### src/rtl/mem_pkg.sv
// Shared definitions for the data-side memory port: widths, requester IDs,
// and the read-response tag carried alongside in-flight reads.
package mem_pkg;

  localparam int WORD_W = 32;
  localparam int ADDR_W = 16;
  localparam int BE_W   = 4;

  // Lock run counter width; saturates at its maximum value.
  localparam int CNT_W  = 8;

  // Requester identifiers, also used as bit positions in gnt/rvalid.
  localparam logic REQ_CPU  = 1'b0;
  localparam logic REQ_UART = 1'b1;

  // One tag per accepted access: valid marks a read that expects data back.
  typedef struct packed {
    logic valid;
    logic id;
  } rd_tag_t;

  // One-hot requester mask for a requester ID.
  function automatic logic [1:0] id_to_mask(input logic id);
    logic [1:0] mask;
    mask     = 2'b00;
    mask[id] = 1'b1;
    return mask;
  endfunction

endpackage

### src/rtl/rd_tag_pipe.sv
// RD_LAT-deep shift register of {valid, id} tags. A tag pushed at an accept
// edge emerges at the output exactly RD_LAT cycles later, in step with the
// RAM's read data. Reset drops every tag, so in-flight reads are forgotten.
module rd_tag_pipe
  import mem_pkg::*;
#(
  parameter int RD_LAT = 1
) (
  input  logic clk,
  input  logic rst_n,
  input  logic push_valid_i,
  input  logic push_id_i,
  output logic pop_valid_o,
  output logic pop_id_o
);

  rd_tag_t stage_q [RD_LAT];
  rd_tag_t stage_d [RD_LAT];

  genvar gi;
  generate
    for (gi = 0; gi < RD_LAT; gi++) begin : g_stage
      // Stage 0 takes the new tag; later stages take the previous stage.
      always_comb begin
        stage_d[gi] = '0;
        if (gi == 0) begin
          stage_d[gi] = '{valid: push_valid_i, id: push_id_i};
        end else begin
          stage_d[gi] = stage_q[(gi == 0) ? 0 : gi - 1];
        end
      end

      // Stage register, cleared asynchronously.
      always_ff @(posedge clk or negedge rst_n) begin
        if (!rst_n) begin
          stage_q[gi] <= '0;
        end else begin
          stage_q[gi] <= stage_d[gi];
        end
      end
    end
  endgenerate

  assign pop_valid_o = stage_q[RD_LAT-1].valid;
  assign pop_id_o    = stage_q[RD_LAT-1].id;

endmodule

### src/rtl/dmem_port_arbiter.sv
// Two-requester arbiter for the data-side block-RAM port B. Per-cycle
// round-robin with an optional bounded lock, plus read-response routing that
// follows the RAM's fixed read latency through rd_tag_pipe.
module dmem_port_arbiter
  import mem_pkg::*;
#(
  parameter int RD_LAT   = 1,
  parameter int MAX_LOCK = 16
) (
  input  logic              clk,
  input  logic              rst_n,
  input  logic [1:0]        req,
  input  logic [1:0]        lock,
  input  logic [BE_W-1:0]   we0,
  input  logic [BE_W-1:0]   we1,
  input  logic [ADDR_W-1:0] addr0,
  input  logic [ADDR_W-1:0] addr1,
  input  logic [WORD_W-1:0] wdata0,
  input  logic [WORD_W-1:0] wdata1,
  output logic [1:0]        gnt,
  output logic [1:0]        rvalid,
  output logic [WORD_W-1:0] rdata,
  output logic [BE_W-1:0]   ram_we,
  output logic [ADDR_W-1:0] ram_addr,
  output logic [WORD_W-1:0] ram_din,
  input  logic [WORD_W-1:0] ram_dout
);

  localparam logic [CNT_W-1:0] MAX_LOCK_C = CNT_W'(MAX_LOCK);
  localparam logic [CNT_W-1:0] CNT_SAT    = {CNT_W{1'b1}};

  // Last winner; resets to requester 1 so requester 0 takes the first tie.
  logic              last_q, last_d;
  // Lock state: a locking holder exists, who it is, and its run length.
  logic              hold_q, hold_d;
  logic              hold_id_q, hold_id_d;
  logic [CNT_W-1:0]  cnt_q, cnt_d;
  // Last driven address/data, held on the RAM pins while idle.
  logic [ADDR_W-1:0] addr_q, addr_d;
  logic [WORD_W-1:0] din_q, din_d;

  logic              hold_active;
  logic              win_valid;
  logic              win_id;
  logic [BE_W-1:0]   sel_we;
  logic [ADDR_W-1:0] sel_addr;
  logic [WORD_W-1:0] sel_din;
  logic              pop_valid;
  logic              pop_id;

  // Pick the winner: a live, uncapped lock holder first, else round-robin.
  always_comb begin
    hold_active = hold_q && req[hold_id_q] && (cnt_q < MAX_LOCK_C);
    win_valid   = 1'b0;
    win_id      = REQ_CPU;
    if (rst_n) begin
      if (hold_active) begin
        win_valid = 1'b1;
        win_id    = hold_id_q;
      end else begin
        unique case (req)
          2'b01:   begin win_valid = 1'b1; win_id = REQ_CPU;  end
          2'b10:   begin win_valid = 1'b1; win_id = REQ_UART; end
          2'b11:   begin win_valid = 1'b1; win_id = ~last_q;  end
          default: begin win_valid = 1'b0; win_id = REQ_CPU;  end
        endcase
      end
    end
  end

  // Steer the winner's fields onto the RAM pins; idle keeps addr/din.
  always_comb begin
    sel_we   = (win_id == REQ_UART) ? we1    : we0;
    sel_addr = (win_id == REQ_UART) ? addr1  : addr0;
    sel_din  = (win_id == REQ_UART) ? wdata1 : wdata0;
    gnt      = win_valid ? id_to_mask(win_id) : 2'b00;
    ram_we   = win_valid ? sel_we   : '0;
    ram_addr = win_valid ? sel_addr : addr_q;
    ram_din  = win_valid ? sel_din  : din_q;
  end

  // Next state for last winner, lock run and held pin values.
  always_comb begin
    last_d    = last_q;
    hold_d    = 1'b0;
    hold_id_d = hold_id_q;
    cnt_d     = '0;
    addr_d    = addr_q;
    din_d     = din_q;
    if (win_valid) begin
      last_d = win_id;
      addr_d = sel_addr;
      din_d  = sel_din;
      if (lock[win_id]) begin
        hold_d    = 1'b1;
        hold_id_d = win_id;
        // Continue the run only if this grant came from the lock itself;
        // a capped holder winning again by plain arbitration starts afresh.
        if (hold_active) begin
          cnt_d = (cnt_q == CNT_SAT) ? cnt_q : cnt_q + 1'b1;
        end else begin
          cnt_d = CNT_W'(1);
        end
      end
    end
  end

  // Arbiter state registers.
  always_ff @(posedge clk or negedge rst_n) begin
    if (!rst_n) begin
      last_q    <= REQ_UART;
      hold_q    <= 1'b0;
      hold_id_q <= REQ_CPU;
      cnt_q     <= '0;
      addr_q    <= '0;
      din_q     <= '0;
    end else begin
      last_q    <= last_d;
      hold_q    <= hold_d;
      hold_id_q <= hold_id_d;
      cnt_q     <= cnt_d;
      addr_q    <= addr_d;
      din_q     <= din_d;
    end
  end

  // Accepted reads push a valid tag; writes and idle cycles push a bubble.
  rd_tag_pipe #(
    .RD_LAT (RD_LAT)
  ) u_rd_tag_pipe (
    .clk          (clk),
    .rst_n        (rst_n),
    .push_valid_i (win_valid && (sel_we == '0)),
    .push_id_i    (win_id),
    .pop_valid_o  (pop_valid),
    .pop_id_o     (pop_id)
  );

  assign rvalid = pop_valid ? id_to_mask(pop_id) : 2'b00;
  assign rdata  = ram_dout;

endmodule

### config.mk
export PLATFORM = sky130hd
export DESIGN_NAME = dmem_port_arbiter
export DESIGN_NICKNAME = d
export VERILOG_FILES = /design/src/rtl/mem_pkg.sv /design/src/rtl/rd_tag_pipe.sv /design/src/rtl/dmem_port_arbiter.sv
export SDC_FILE = /design/constraint.sdc
export NUM_CORES = 1
export LEC_CHECK = 0
export ABC_AREA = 1
export CORE_UTILIZATION = 34
export DETAILED_ROUTE_END_ITERATION = 7
export PLACE_DENSITY = 0.82
export SKIP_CTS_REPAIR_TIMING = 1
export SYNTH_ARGS = -nofsm -noshare
export SYNTH_HDL_FRONTEND = slang
export SYNTH_HIERARCHICAL = 1
export SYNTH_SLANG_ARGS = --single-unit
export TNS_END_PERCENT = 1
### constraint.sdc
create_clock -name clk -period 2.2 [get_ports clk]
set_clock_uncertainty 0.1 [all_clocks]
set_input_delay 0.22 -clock clk [delete_from_list [all_inputs] [get_ports clk]]
set_output_delay 0.22 -clock clk [all_outputs]
set_load 0.01 [all_outputs]
Yosys cells after proc, flatten, opt, wreduce, memory -nomap -nowiden. Index checks and enable logic that the tools add are counted.

Register bits after elaboration: 61.

Add/subtract/negate cells: 1. Order comparisons: 6. Equality and inequality tests: 5. Mux-type cells: 28. Bitwise gates (word level): 1. Reductions and logical operators: 8.

Operators by type and width (count): 32-bit 2-to-1 mux (2); 16-bit 2-to-1 mux (2); 8-bit 2-to-1 mux (4); 1-bit 2-to-1 mux (13); 8-bit by 1-bit adder with 8-bit output (second input constant) (1); 8-bit == test (second input constant) (1); 8-bit by 5-bit less-than comparator with 1-bit output (second input constant) (1); 4-bit 2-to-1 mux (2); 1-bit by 2-bit less-than comparator with 1-bit output (second input constant) (3); 1-bit logical AND (5); 2-bit == test (second input constant) (2); 4-bit logical NOT (1); 2-bit 2-to-1 mux (2); 4-bit inequality test (second input constant) (1); 3-bit OR reduction (1); 1-bit demux with 1-bit select (2); 2-bit by 1-bit == test with 1-bit output (second input constant) (1); 1-bit >= comparator (second input constant) (2); 1-bit one-hot mux with 2 select lines (1); 2-bit AND reduction (1); 1-bit NOT (1).

Longest topological paths before layout.
Depth after elaboration: 11. Mapped depth: 12.

By module. The synthesis kept the hierarchy.

Modules (own cells, without submodules): dmem_port_arbiter (times used 1, cells an instance 367, area an instance 3047.9 µm², sequential area each 1477.7 µm²); rd_tag_pipe (times used 1, cells an instance 2, area an instance 50.0 µm², sequential area each 50.0 µm²).

Worst setup path after synthesis. No wires, ideal clock.

Path kind: register -> output. Start: register last_q. End: output port ram_din[23]. Arrival time: 1.422 ns. Data required time: 1.880 ns. Path slack: 0.458 ns. Stages on the path, launching flop included: 10. Path buffers: 1. Cells stage by stage: dfstp_2 > inv_1 > o21ai_0 > nand2_2 > nand3_4 > inv_6 > nor2_8 > buf_6 > nand2_1 > nand3_1.

Longest elaborated chain between the ends: 6.

Ends and longest elaborated chain: from (decl) (RTL line dmem_port_arbiter.sv:33) `logic last_q, last_d;`; from (signal assigned) (RTL line dmem_port_arbiter.sv:118) `last_q <= last_d;`; 1-bit NOT (RTL line dmem_port_arbiter.sv:64) `2'b11: begin win_valid = 1'b1; win_id = ~last_q; end`; 1-bit one-hot mux with 2 select lines (RTL line dmem_port_arbiter.sv:61) `unique case (req)`; 1-bit 2-to-1 mux (RTL line dmem_port_arbiter.sv:57) `if (hold_active) begin`; 1-bit 2-to-1 mux (RTL line dmem_port_arbiter.sv:56) `if (rst_n) begin`; 32-bit 2-to-1 mux (RTL line dmem_port_arbiter.sv:75) `sel_din = (win_id == REQ_UART) ? wdata1 : wdata0;`; 32-bit 2-to-1 mux; to (decl) (RTL line dmem_port_arbiter.sv:25) `output logic [WORD_W-1:0] ram_din,`.

No other way between the ends.

Worst setup path in the final report.
Start: register last_q. End: output port ram_addr[12].

Longest elaborated chain between the ends: 6.

Ends and longest elaborated chain: 1-bit NOT (RTL line dmem_port_arbiter.sv:64); 1-bit one-hot mux with 2 select lines (RTL line dmem_port_arbiter.sv:61); 1-bit 2-to-1 mux (RTL line dmem_port_arbiter.sv:57); 1-bit 2-to-1 mux (RTL line dmem_port_arbiter.sv:56); 16-bit 2-to-1 mux (RTL line dmem_port_arbiter.sv:74) `sel_addr = (win_id == REQ_UART) ? addr1 : addr0;`; 16-bit 2-to-1 mux; to (decl) (RTL line dmem_port_arbiter.sv:24) `output logic [ADDR_W-1:0] ram_addr,`.

No other way between the ends.

==> run summary <==
total power after layout: 3.67 mW
wire per inst: 14.2 um
Syn Inst Count: 369
grt ovf: 0
Num Clock Sinks: 61
placed cell count: 630
Cell Rows: 34
reg-to-reg critical path startpoint: cnt_q[6]
area delta synth->final: 74.3%
worst vdd ir: 0.478 mV
met3 Use GR: 0.0604
kind of critical path: reg2out
period utilisation layout: 1.10
Routed Antenna Nets: 0
GR Util met1: 0.203
CP endpoint: ram_addr[12]
post-synth top area cell: dfrtp_1
via count: 3032
# DRC: 0
full die area: 0.00950 mm^2
Detailed Place HPWL: 6520 um
I/O Buffers: 165
HP Class: in2reg
Hold Vio Cnt, Final: 0
DP Worst Slack: -0.460 ns
startpoint type of the worst setup path: flip-flop
multiplexer share of the synthesized area: 0
first-pass GRT wire length: 14000 um
Max Transition Viols Final: 0
Worst Setup End Kind: output port
complex-gate fraction of the synthesized area: 0.0121
DIE HEIGHT: 97.5 um
drt pass-1 iters: 4
initial core utilization: 0.354
Post-Synth Adder-Cell Area: 0.00404
final setup violating endpoints: 50
CTS buffer count: 9
final instance area: 0.00540 mm^2
n_diodes: 0
CTS tree: built
leak pwr: 2.68 nW
Syn Std Cell Area: 0.00310 mm^2
DP Area: 0.00481 mm^2
fillers: 750
critical path fanouts, max: 6
status: finished, violations left
Synth Register Bits: 61
clock latency on the worst-skew pair: 0.33 ns
gr busiest metal: met2
routed vias/inst: 4.62
WL final: 9320 um
Final WS setup: -0.225 ns
Yosys cell types: 27
crit path time final: 2.42 ns
Critical Path RT: 1.88 ns
power per cell area: 680 mW/mm^2
CTS Buffer Depth: 2
Core Box Area: 0.00876 mm^2
share of layout cells above drive strength 1: 0.318
Critical Path Source: last_q
Ys Warns: 6
Fmax achieved: 412 MHz
ranking of synthesized cells by area: dfrtp_1 48%, nand2_1 19%, buf_4 8.5%
CTS H-tree lvls: 3
sequential fraction of the synthesis area: 0.493
antenna violations before repair: 0
Placer Congestion: 0.822
main combinational cell family by area after synthesis: simple AND/OR/NAND/NOR gates
GRT Resource Usage Total: 0.184
commonest non-fill, non-tap cell in the layout: nand2_1
failing checks: negative setup slack
R2R depth: 13
Total Nets Final: 686
worst reg2reg path endpoint: din_q[15]
Synth Area per Inst: 8.40 um^2
drt initial violations: 79
vias in the first global route: 3129
CTS clk-pin slew, worst paths: 0.06 ns
critical path arrival: 2.10 ns
die width: 97.5 um
largest net degree at the start of global routing: 34
RSZ-0062 raised after global routing: true
Synth Area in Simple Gates: 0.336
top cell type's share of synthesized area: 0.485
met2 usage: 0.324
Final Core Density: 0.616
Final Non-Filler Cells: 656
R2R Setup Slk: 0.31 ns
XOR/XNOR Fraction of Synth Area: 0.00848
most frequent cells in the layout: 149 x nand2_1, 110 x clkdlybuf4s50_1, 60 x dfrtp_1
max-cap viol count: 0
I/O pins: 230
CTS Root Cell: clkbuf_8
through the flow:
| step | hold WS, ns | TNS [ns] |
|---|---|---|
| detailed placement | 0.245 | -21.77 |
| global placement | 0.237 | -19.42 |
| CTS | -0.121 | -27.23 |
| finish | 0.332 | -5.67 |
| global route | 0.338 | -12.12 |
| floorplan | -0.176 | 0 |
registers in the layout, summed over array words and instances (netlist names):
signal	cells
din_q	32
addr_q	16
cnt_q	8
hold_id_q	1
hold_q	1
last_q	1
u_rd_tag_pipe/pop_id_o	1
u_rd_tag_pipe/pop_valid_o	1
worst min-delay path by stage:
stage / start / to / slack (ns) / cells after the start
after CTS: rst_n / cnt_q[6] / -0.12 / 2
after global placement: rst_n / din_q[22] / 0.24 / 2
after detailed placement: rst_n / din_q[22] / 0.24 / 2
after global routing: rst_n / u_rd_tag_pipe/pop_valid_o / 0.34 / 6
after floorplan: rst_n / addr_q[0] / -0.18 / 0
final: rst_n / u_rd_tag_pipe/pop_valid_o / 0.33 / 6
worst max-delay path, stage by stage (launching register included):
cell,delay [ns]
dfstp_2,0.51
inv_1,0.05
o21ai_1,0.15
nand2_2,0.11
nand3_4,0.13
clkinv_8,0.08
nor2_8,0.17
clkbuf_16,0.18
buf_8,0.12
nand2_1,0.07
nand3_2,0.09
buf_6,0.11
cell type report:
type	instances	area, um^2	area share
repair buffers	208	2090	0.387
flip-flops and latches	61	1530	0.283
multi-input cells	244	1320	0.245
clock buffers	12	145	0.0269
well taps	108	135	0.0250
clock inverters	4	95.1	0.0176
inverters	19	83.8	0.0155
synth_stat cells:
cell	n
nand3_2	11
inv_6	1
nand2_2	5
o21ai_0	4
buf_4	35
nand3_1	42
buf_8	1
nor2_1	12
conb_1	1
xnor2_1	1
inv_2	1
dfstp_2	1
clkbuf_1	5
buf_12	1
dfrtp_1	60
xor2_1	2
nor2_2	1
nand3_4	1
a21oi_1	2
nand2_1	154
buf_6	5
inv_1	17
a22oi_1	1
nor2_8	1
nor3_2	1
ha_1	1
nand4_1	2
where the power goes:
group          internal [mW]  switching, mW  total [mW]
Sequential              1.27         0.0443        1.32
Combinational          0.649          0.506        1.15
Clock                  0.783          0.417        1.20
cell families after synthesis:
group                      after synthesis
adders and majority gates                1
xor gates and xnor gates                 3
and+or+nand+nor                        230
AOI/OAI and AO/OA                        7
DFF                                     61
other                                    1
buffers and inverters                   66
layer usage:
metal	share of wire	vias up
li1	-	1465
met5	0	-
met2	0.53	135
met1	0.38	1414
met4	0.013	0
met3	0.077	18
Power figures use the tool's default switching activity.
==> edit, RTL diff (same flow settings) <==
`BE_W`: 4 -> 6.
--- a/src/rtl/mem_pkg.sv
+++ b/src/rtl/mem_pkg.sv
@@ -4,7 +4,7 @@
 
   localparam int WORD_W = 32;
   localparam int ADDR_W = 16;
-  localparam int BE_W   = 4;
+  localparam int BE_W   = 6;
 
   // Lock run counter width; saturates at its maximum value.
   localparam int CNT_W  = 8;
Ports: changed (resized ram_we, we0 and we1); port bits go from 230 to 236. No check against the original RTL was run, so the function may have changed too.
==> edit against the original RTL <==
The flow still finishes with violations (negative setup slack). Largest cell class unchanged. Combinational power shrank 8%. Count of clock-buffer cells in the layout shrank 1. Setup slack gained 0.17 ns. Utilization shrank 2.6 points. Final area shrank 4.7%. Synthesized area shrank 1.5%. Sequential cell count is the same. Maximum frequency grew 7.4%. Routed wire length grew 3.1%. Total power shrank 7.8%.
==> edit: results (changes against the original RTL) <==
- The number of nets in the final layout is 705 (+2.8%).
- Final HPWL DP: 6.62 mm (+1.6%)
- The share of post-route cells with drive strength above 1 is 0.254 (-0.0631).
* Arrival time of data at the critical path endpoint: 1.94 ns (-0.16 ns)
- Result of the run: complete, but fails checks
- The number of global-route vias before repair was 3,259 (+4.2%).
* Most frequent cells after synthesis: nand2_1 (164), dfrtp_1 (60), nand3_1 (51)
- Synth top area cells: dfrtp_1 (49%), nand2_1 (20%), nand3_1 (8.4%), buf_4 (8.1%), inv_1 (1.6%)
* Lkg Pwr: 2.60 nW (-3.2%)
- Highest cell delay on the worst timing path: 0.37 ns (-0.14 ns)
- Total global routing track utilization: 0.193 (+0.00871)
* GR Layer Usage met2: 0.340 (+0.0164)
- The worst reg-to-reg setup slack is 0.38 ns (+0.07 ns).
* Final-report setup violation count: 39 (-22%)
- Critical path's top delay family: simple AND/OR/NAND/NOR gates
* Power density over the cells: 658 nW/µm² (-3.3%)
- Final setup TNS: -1.01 ns (+4.67 ns)
* Antenna violations before repair: 1 (+1)
- Synth Warn #: 6 (unchanged)
* Hold crit path type: primary input to asynchronous set/reset pin
* Maximum root-to-sink buffer count: 2 (unchanged)
* Number of violations reported at the end of detailed-routing iteration 0: 59 (-25%)
- The highest net fanout along the worst path is 20 (+14).
- Launch point of the worst reg-to-reg path: cnt_q[5]
- The distinct cell type count of the synthesized netlist was 26 (-3.7%).
* Async set-or-reset flop fraction in the synthesized netlist: 1.00 (unchanged)
- Worst Max-Slew Pin Slew: 0.899 ns
- Largest net degree at the start of global routing: 38 (+12%)
- The net switching fraction of the power was 0.285 (+0.0220).
- Cell count of the worst reg-to-reg path: 12 (-1)
- Global placer's final weighted congestion: 0.830 (+0.88%)
- The maximum VDD drop came to 0.000409 V (-14%).
- Reg-to-reg endpoint: cnt_q[2]
* Vias per Instance: 4.76 (+3.1%)
* Number of buffers inserted by port buffering: 171 (+3.6%)
- The met3 usage came to 0.0578 (-0.00263).
- The met1 usage was 0.209 (+0.00630).
* Setup WS pre-CTS: -0.409 ns (+0.0515 ns)
- The post-route worst setup slack came to -0.0578 ns (+0.167 ns).
* Crit-path slowest cell: dfrtp_1
- The wire length of the first global-routing pass was 14.7 mm (+4.9%).
* Clock transition at the register clock pins on the worst setup and hold paths after CTS: about 0.07 ns
- The total routed wirelength came to 9.61 mm (+3.1%).
- Failing checks: negative setup slack
- Sequential element share of the synthesized area: 0.501 (+0.00769)
-- edit: changes by cell type after synthesis, sizes merged --
cell and delta:
a21oi +1, nand4 +3, o21ai -1, nand2 +10, nor3 -1, nor3b +1
xor2 -1, buf +2, inv -4
-- edit: metal layers --
layer | share of wire | wire length (µm)
met1 | 0.38 | 3640
met2 | 0.52 | 5040
met3 | 0.071 | 687
met4 | 0.025 | 242
met5 | 0 | 0
-- edit: power by group through the flow --
stage | Sequential (mW) | Clock [mW] | Combinational, mW
after floorplan | 1.33 | 0 | 0.442
after global placement | 1.33 | 0 | 1.07
after detailed placement | 1.34 | 0 | 1.09
after CTS | 1.32 | 1.03 | 1.10
after global routing | 1.33 | 1.08 | 1.15
final | 1.32 | 1.01 | 1.06
-- edit: cells by family (layout without fill, tap and decap cells) --
group / after synthesis / count (layout) / synth area share
buffers and inverters: 64 / 245 / 0.132
AOI/OAI and AO/OA: 7 / 7 / 0.0123
other: 1 / 3 / 0.00123
and+or+nand+nor: 243 / 243 / 0.344
adders and majority gates: 1 / 1 / 0.00410
xor gates and xnor gates: 2 / 2 / 0.00574
DFF: 61 / 61 / 0.501
-- edit: worst max path at each step --
stage                   from          end  slack [ns]  depth (start not counted)
floorplan           cnt_q[6]  ram_din[12]        0.47                          9
global route        cnt_q[5]  ram_din[21]       -0.19                         11
global placement      req[1]  ram_addr[4]       -0.41                         13
detailed placement    req[1]  ram_addr[4]       -0.41                         13
CTS                 cnt_q[4]  ram_addr[4]       -0.54                         11
finish              cnt_q[5]  ram_din[21]       -0.06                         11
-- edit: stage by stage --
| stage | hold WS [ns] | utilization | cell area [µm²] | power, mW | instances |
|---|---|---|---|---|---|
| finish | 0.0113 | 0.590 | 5150 | 3.39 | 670 |
| global route | 0.0675 | 0.590 | 5150 | 3.56 | 670 |
| CTS | -0.363 | 0.586 | 5110 | 3.45 | 665 |
| detailed placement | -0.00982 | 0.563 | 4910 | 2.43 | 650 |
| global placement | -0.0195 | 0.563 | 4910 | 2.41 | 650 |
| floorplan | -0.176 | - | 3060 | 1.77 | 381 |
-- edit: cell type report --
| type | instances | area (µm²) |
|---|---|---|
| fill | 775 | 3570 |
| clock inverter | 4 | 47.5 |
| sequential | 61 | 1530 |
| clock buffer | 11 | 151 |
| timing repair buffer | 215 | 1980 |
| multi-input combinational | 256 | 1240 |
| inverter | 15 | 63.8 |
| tap | 108 | 135 |
